`src/rtl/reaction_round_ctrl.sv`:
```
// Session sequencer for the reaction-time tester: random foreperiod, ms timebase,
// reaction/timeout timing, option pulses to the round FSM and per-session statistics.
module reaction_round_ctrl #(
    parameter int CLK_PER_MS   = 50000,
    parameter int ROUNDS       = 4,
    parameter int MIN_WAIT_MS  = 1000,
    parameter int TIMEOUT_MS   = 2000,
    parameter int MIN_VALID_MS = 100,
    parameter int HOLD_MS      = 1500
) (
    input  logic        clk,
    input  logic        rst_n,
    input  logic        start_pulse,
    input  logic        react_pulse,
    output logic [3:0]  option,
    output logic        round_clr,
    output logic [15:0] act_time,
    output logic [15:0] best_time,
    output logic [15:0] avg_time,
    output logic [2:0]  round_idx,
    output logic [3:0]  fail_cnt,
    output logic [2:0]  phase,
    output logic        done
);

    localparam int PW        = $clog2(CLK_PER_MS);
    localparam int AVG_SHIFT = $clog2(ROUNDS);

    typedef enum logic [2:0] {
        S_IDLE   = 3'd0,
        S_WAIT   = 3'd1,
        S_REACT  = 3'd2,
        S_RESULT = 3'd3,
        S_FAIL   = 3'd4,
        S_DONE   = 3'd5
    } phase_t;

    phase_t        state, state_nxt;
    logic          start_r, react_r;
    logic [15:0]   lfsr;
    logic [PW-1:0] presc;
    logic [15:0]   ms_cnt;
    logic [15:0]   wait_ms;
    logic [18:0]   sum;
    logic [3:0]    rounds_done;
    logic [3:0]    rounds_inc;
    logic          tick, wait_end, hold_end, time_up, entering;
    logic [3:0]    opt_nxt;
    logic          clr_nxt, new_session, latch_wait, take_result, take_fail;

    assign tick       = (presc == PW'(CLK_PER_MS - 1));
    assign wait_end   = tick && (ms_cnt + 16'd1 == wait_ms);
    assign hold_end   = tick && (ms_cnt + 16'd1 == 16'(HOLD_MS));
    assign time_up    = tick && (act_time + 16'd1 == 16'(TIMEOUT_MS));
    assign entering   = (state_nxt != state);
    assign rounds_inc = rounds_done + 4'd1;
    assign phase      = state;

    // React is tested before the tick so a simultaneous press beats the timeout.
    always_comb begin
        state_nxt   = state;
        opt_nxt     = 4'b0000;
        clr_nxt     = 1'b0;
        new_session = 1'b0;
        latch_wait  = 1'b0;
        take_result = 1'b0;
        take_fail   = 1'b0;
        case (state)
            S_IDLE, S_DONE: begin
                if (start_r) begin
                    opt_nxt     = 4'b1000;
                    clr_nxt     = 1'b1;
                    new_session = 1'b1;
                    latch_wait  = 1'b1;
                    state_nxt   = S_WAIT;
                end
            end
            S_WAIT: begin
                if (react_r) begin
                    opt_nxt   = 4'b0100;
                    take_fail = 1'b1;
                    state_nxt = S_FAIL;
                end else if (wait_end) begin
                    opt_nxt   = 4'b0010;
                    state_nxt = S_REACT;
                end
            end
            S_REACT: begin
                if (react_r) begin
                    opt_nxt = 4'b0100;
                    if (act_time >= 16'(MIN_VALID_MS)) begin
                        take_result = 1'b1;
                        state_nxt   = S_RESULT;
                    end else begin
                        take_fail = 1'b1;
                        state_nxt = S_FAIL;
                    end
                end else if (time_up) begin
                    opt_nxt   = 4'b0001;
                    take_fail = 1'b1;
                    state_nxt = S_FAIL;
                end
            end
            S_RESULT: begin
                if (hold_end) begin
                    if (rounds_done == 4'(ROUNDS)) begin
                        state_nxt = S_DONE;
                    end else begin
                        clr_nxt    = 1'b1;
                        latch_wait = 1'b1;
                        state_nxt  = S_WAIT;
                    end
                end
            end
            S_FAIL: begin
                if (hold_end) begin
                    clr_nxt    = 1'b1;
                    latch_wait = 1'b1;
                    state_nxt  = S_WAIT;
                end
            end
            default: state_nxt = S_IDLE;
        endcase
    end

    always_ff @(posedge clk) begin
        if (!rst_n) begin
            state       <= S_IDLE;
            start_r     <= 1'b0;
            react_r     <= 1'b0;
            lfsr        <= 16'hACE1;
            presc       <= '0;
            ms_cnt      <= '0;
            wait_ms     <= '0;
            sum         <= '0;
            rounds_done <= '0;
            option      <= 4'b0000;
            round_clr   <= 1'b0;
            done        <= 1'b0;
            act_time    <= '0;
            best_time   <= 16'hFFFF;
            avg_time    <= '0;
            round_idx   <= '0;
            fail_cnt    <= '0;
        end else begin
            state     <= state_nxt;
            start_r   <= start_pulse;
            react_r   <= react_pulse;
            lfsr      <= {lfsr[14:0], lfsr[15] ^ lfsr[13] ^ lfsr[12] ^ lfsr[10]};
            option    <= opt_nxt;
            round_clr <= clr_nxt;
            done      <= (state_nxt == S_DONE);

            // Timebase restarts on every phase entry so the first ms is a full one.
            if (entering || tick) presc <= '0;
            else                  presc <= presc + PW'(1);
            if (entering)  ms_cnt <= '0;
            else if (tick) ms_cnt <= ms_cnt + 16'd1;

            if (latch_wait) wait_ms <= 16'(MIN_WAIT_MS) + {5'd0, lfsr[10:0]};

            if (new_session || (state == S_WAIT && state_nxt == S_REACT))
                act_time <= '0;
            else if (state == S_REACT && !react_r && tick)
                act_time <= act_time + 16'd1;

            if (new_session) begin
                best_time   <= 16'hFFFF;
                sum         <= '0;
                rounds_done <= '0;
                round_idx   <= '0;
                fail_cnt    <= '0;
            end else begin
                if (take_result) begin
                    sum         <= sum + {3'd0, act_time};
                    rounds_done <= rounds_inc;
                    round_idx   <= (rounds_inc > 4'd7) ? 3'd7 : rounds_inc[2:0];
                    if (act_time < best_time) best_time <= act_time;
                end
                if (take_fail && fail_cnt != 4'hF) fail_cnt <= fail_cnt + 4'd1;
            end

            if (state == S_RESULT && state_nxt == S_DONE)
                avg_time <= 16'(sum >> AVG_SHIFT);
        end
    end

endmodule

```
`config.mk`:
```
export PLATFORM = sky130hd
export DESIGN_NAME = reaction_round_ctrl
export DESIGN_NICKNAME = d
export VERILOG_FILES = /design/src/rtl/reaction_round_ctrl.sv
export SDC_FILE = /design/constraint.sdc
export NUM_CORES = 1
export LEC_CHECK = 0
export ABC_AREA = 0
export ABC_CLOCK_PERIOD_IN_PS = 2870
export BUFFER_PORTS_ARGS = -buffer_cell sky130_fd_sc_hd__buf_2
export CORE_UTILIZATION = 54
export DETAILED_ROUTE_END_ITERATION = 10
export PLACE_DENSITY = 0.75
export SLEW_MARGIN = 0
export SYNTH_ARGS = -nofsm -noshare
export SYNTH_HDL_FRONTEND = slang
export SYNTH_SLANG_ARGS = --single-unit
```
`constraint.sdc`:
```
create_clock -name clk -period 2.87 [get_ports clk]
set_clock_uncertainty 0.2 [all_clocks]
set_input_delay 0.1435 -clock clk [delete_from_list [all_inputs] [get_ports clk]]
set_output_delay 0.1435 -clock clk [all_outputs]
set_load 0.05 [all_outputs]
```
==> metrics.md <==
| Metric | Value |
|---|---|
| Outcome | `finished, violations left` |
| Failing checks | `setup timing` |
| CTS max path bufs | `2` |
| Area delta synth->final | `30.60%` |
| Die height | `124.3 um` |
| IR drop worst, VDD | `474.9 uV` |
| Routability cong. | `0.9157` |
| Adder-cell area share of the yosys netlist | `0.06448` |
| CTS Root Cell | `clkbuf_16` |
| Finished Cell Area | `10540 sq um` |
| Netlist cell types | `77` |
| Synth area leaders | `dfxtp_1 37%, ha_1 6.2%, xnor2_1 5.1%` |
| Place WS | `-240.1 ps` |
| Port Buffer Count | `67` |
| DR WL/cell | `18.02 um` |
| FF-to-FF Start | `act_time[0]$_SDFFE_PP0P_` |
| Final setup violation count | `50` |
| Clk pin slew, worst setup/hold paths | `70 ps` |
| Post-route ant nets | `0` |
| Io pins | `68` |
| Final period util | `1.051` |
| Xor/xnor share of the synthesized area | `0.09113` |
| Top flip-flop cell by instance count after synthesis | `dfxtp_1` |
| Slowest stage cell, crit path | `a211o_4` |
| DPL Wire Length | `13.96 mm` |
| Post-synthesis simple-gate area fraction | `0.2523` |
| Sum Neg Setup Slack | `-4667 ps` |
| Yosys warns | `0` |
| Max-cap violations | `0` |
| Detailed-route via count | `7651` |
| Cells after DPL | `1233` |
| Fin nets | `1130` |
| Initial antenna violation count | `0` |
| RR Endpoint | `presc[8]$_SDFF_PP0_` |
| Slew HR | `0.6198` |
| Post-synth EDFFs | `0` |
| First-pass GRT wire length | `32.66 mm` |
| # DRC | `0` |
| Die Wd | `124.3 um` |
| Starting Density | `0.5554` |
| Slew Viols, Final | `0` |
| Synthesized instance count | `951` |
| Via density | `5.968` |
| Layout cells sized above 1 | `0.3051` |
| Antenna cell count | `0` |
| #FFs+latches synth | `148` |
| Syn Nets | `996` |
| Most used cell, CP | `a21oi_2` |
| RSZ-0062 raised after global routing | `yes` |
| Critical path origin | `act_time[0]$_SDFFE_PP0P_` |
| Tightest Pin Transition | `568.8 ps` |
| Largest net degree at the start of global routing | `43` |
| FMAX | `331.4 MHz` |
| Multiplexer share of the synthesized area | `0.02976` |
| Initial drt markers | `772` |
| Core Region | `14530 sq um` |
| Crit. End Element | `flop` |
| Worst setup SP type | `flop` |
| Synthesized area per cell | `8.489 sq um` |
| Combinational family with the most area after synthesis | `simple AND/OR/NAND/NOR gates` |
| Worst Path Required | `3010 ps` |
| Synthesized area | `8073 sq um` |
| Placed Instance Area | `9164 sq um` |
| P per Cell Area | `441.8 nW/um^2` |
| CTS buffer count | `17` |
| Ys async rst share | `0` |
| Grt total ovfl | `0` |
| Post-route minimum period | `3018 ps` |
| Total power | `4.658 mW` |
| Crit path to | `presc[8]$_SDFF_PP0_` |
| Critical setup path kind | `reg2reg` |
| Crit-path cells | `ha_2 -> nand4_1 -> nor4_2 -> xor2_1 -> a21oi_2 -> a311oi_2 -> a21oi_2 -> a211o_4 -> clkbuf_16 -> nor4_1` |
| Hold Slack | `7.055 ps` |
| Setup slack after layout | `-147.8 ps` |
| Synth Area in Compound Gates | `0.1426` |
| Number of global-route vias before repair | `6773` |
| WL final | `23.10 mm` |
| CTS tree | `built` |
| Worst R2R Path Depth | `10` |
| Drt pass-1 iters | `8` |
| Clock Sinks | `148` |
| Worst skew pair latency | `440 ps` |
| Critical-path maximum fanout | `8` |
| Total track usage | `0.2581` |
| Worst Path Arrival | `3160 ps` |
| Fin util | `0.7254` |
| Die ar. | `15440 sq um` |
| Yosys top cell area share | `0.3670` |
| FP Rows | `44` |
| H-tree levels | `4` |
| Max incr delay on CP | `410 ps` |
| Hold Crit Class | `in2reg` |
| Seq/Total Area, Yosys | `0.3670` |
| Lkg Pwr | `4.470 nW` |
| Final Hold Fails | `0` |
| R2r setup slk | `-150 ps` |
| Final-layout fill cell count | `1037` |
| Non-filler cells, final | `1282` |
| Synth area leader | `dfxtp_1` |
## synth_stat cells, drive strengths merged, types with 4 or more instances
master and count:
mux2i 24, nor2b 9, a21o 8, or3 11, dfxtp 148, a31oi 5
nor2 73, o31ai 9, nand4b 5, nand2 103, buf 29, o311ai 5
nand2b 17, and3 13, o311a 5, ha 40, clkbuf 35, xor2 37
a211oi 9, a21oi 46, nor3 40, or2 4, nand4 19, o211ai 19
inv 32, nand3b 6, nor4 20, o21ai 32, nand3 36, nor4b 5
xnor2 47, and2 15
## flip-flops by register name (all words and copies together) (netlist names), 4 cells and up
name	count
fail_cnt	4
avg_time	16
sum	18
ms_cnt	16
act_time	16
wait_ms	12
rounds_done	4
option	4
best_time	16
lfsr	16
presc	16
## layout make-up
cell class	instances	area, sq um	area share
Multi-Input combinational cell	707	5223	0.4954
Sequential cell	148	2994	0.2840
Timing Repair Buffer	179	1395	0.1323
Clock buffer	18	439.2	0.04166
Tap cell	184	230.2	0.02184
Clock inverter	14	141.4	0.01341
Inverter	32	120.1	0.01139
## power breakdown
| group | total (mW) | switching (mW) | internal [mW] |
|---|---|---|---|
| sequential | 2.11 | 0.0298 | 2.08 |
| clock | 2.23 | 0.982 | 1.24 |
| combinational | 0.318 | 0.185 | 0.133 |
| total | 4.66 | 1.20 | 3.46 |
## critical path: cells and delay by family, from the launching register on
kind	cells	cell delay, ps
compound gates	4	850
xor+xnor	1	300
fa+ha+maj	1	180
buf+inv	1	200
flops	1	380
simple gates	3	800
## metal layers
layer	share of wire	track usage	up-vias	wire [um]
li1	-	-	3636	-
met5	0	0	-	0
met1	0.45	0.3624	3607	10360
met4	0.024	0.09426	0	554
met2	0.45	0.3932	342	10420
met3	0.076	0.04811	66	1757
## cell families after synthesis
kind of cell	Yosys count
AOI/OAI and AO/OA	168
xor gates and xnor gates	84
adders and majority gates	41
buffers and inverters	96
DFF	148
muxes	24
and+or+nand+nor	390
## repair_timing
item	in CTS	in global routing
setup endpoints to repair	69	70
setup buffers	0	5
hold endpoints to repair	2	0
pin swaps	8	41
gates cloned	0	10
resized for setup	10	130
hold buffers	2	0
## worst min-delay path by stage
stage | end | start | slack (ps) | cells after the start
floorplan | react_r$_SDFF_PN0_ | react_pulse | 70 | 1
global placement | start_r$_SDFF_PN0_ | start_pulse | 150 | 2
detailed placement | react_r$_SDFF_PN0_ | react_pulse | 150 | 2
CTS | lfsr[0]$_SDFF_PN1_ | rst_n | 0.05 | 3
global route | lfsr[15]$_SDFF_PN1_ | rst_n | 40 | 3
finish | lfsr[0]$_SDFF_PN1_ | rst_n | 7 | 3
## placed cells by master (no fill, tap or decap), types with 7 or more instances in the layout
cell type,synthesis,layout
xor2_1,37,37
o211ai_1,19,19
inv_1,32,32
or3_1,11,10
buf_2,20,67
xnor2_1,47,46
nor2_1,72,55
nor4_2,1,7
buf_4,6,85
mux2i_1,24,24
nor4_1,17,8
nand3_1,35,32
nand2b_1,17,17
and2_1,15,13
nor3_2,0,25
and3_1,13,11
buf_6,2,12
nor2b_1,9,8
o21ai_0,32,21
a21oi_1,46,44
nor2_4,0,7
ha_1,40,37
dfxtp_1,148,133
nand2_1,103,103
nand4_1,18,18
nor3_1,40,15
clkbuf_16,0,22
a21o_1,8,8
nor2_2,1,11
dfxtp_2,0,10
No activity file was read; power rests on OpenSTA's default activity.
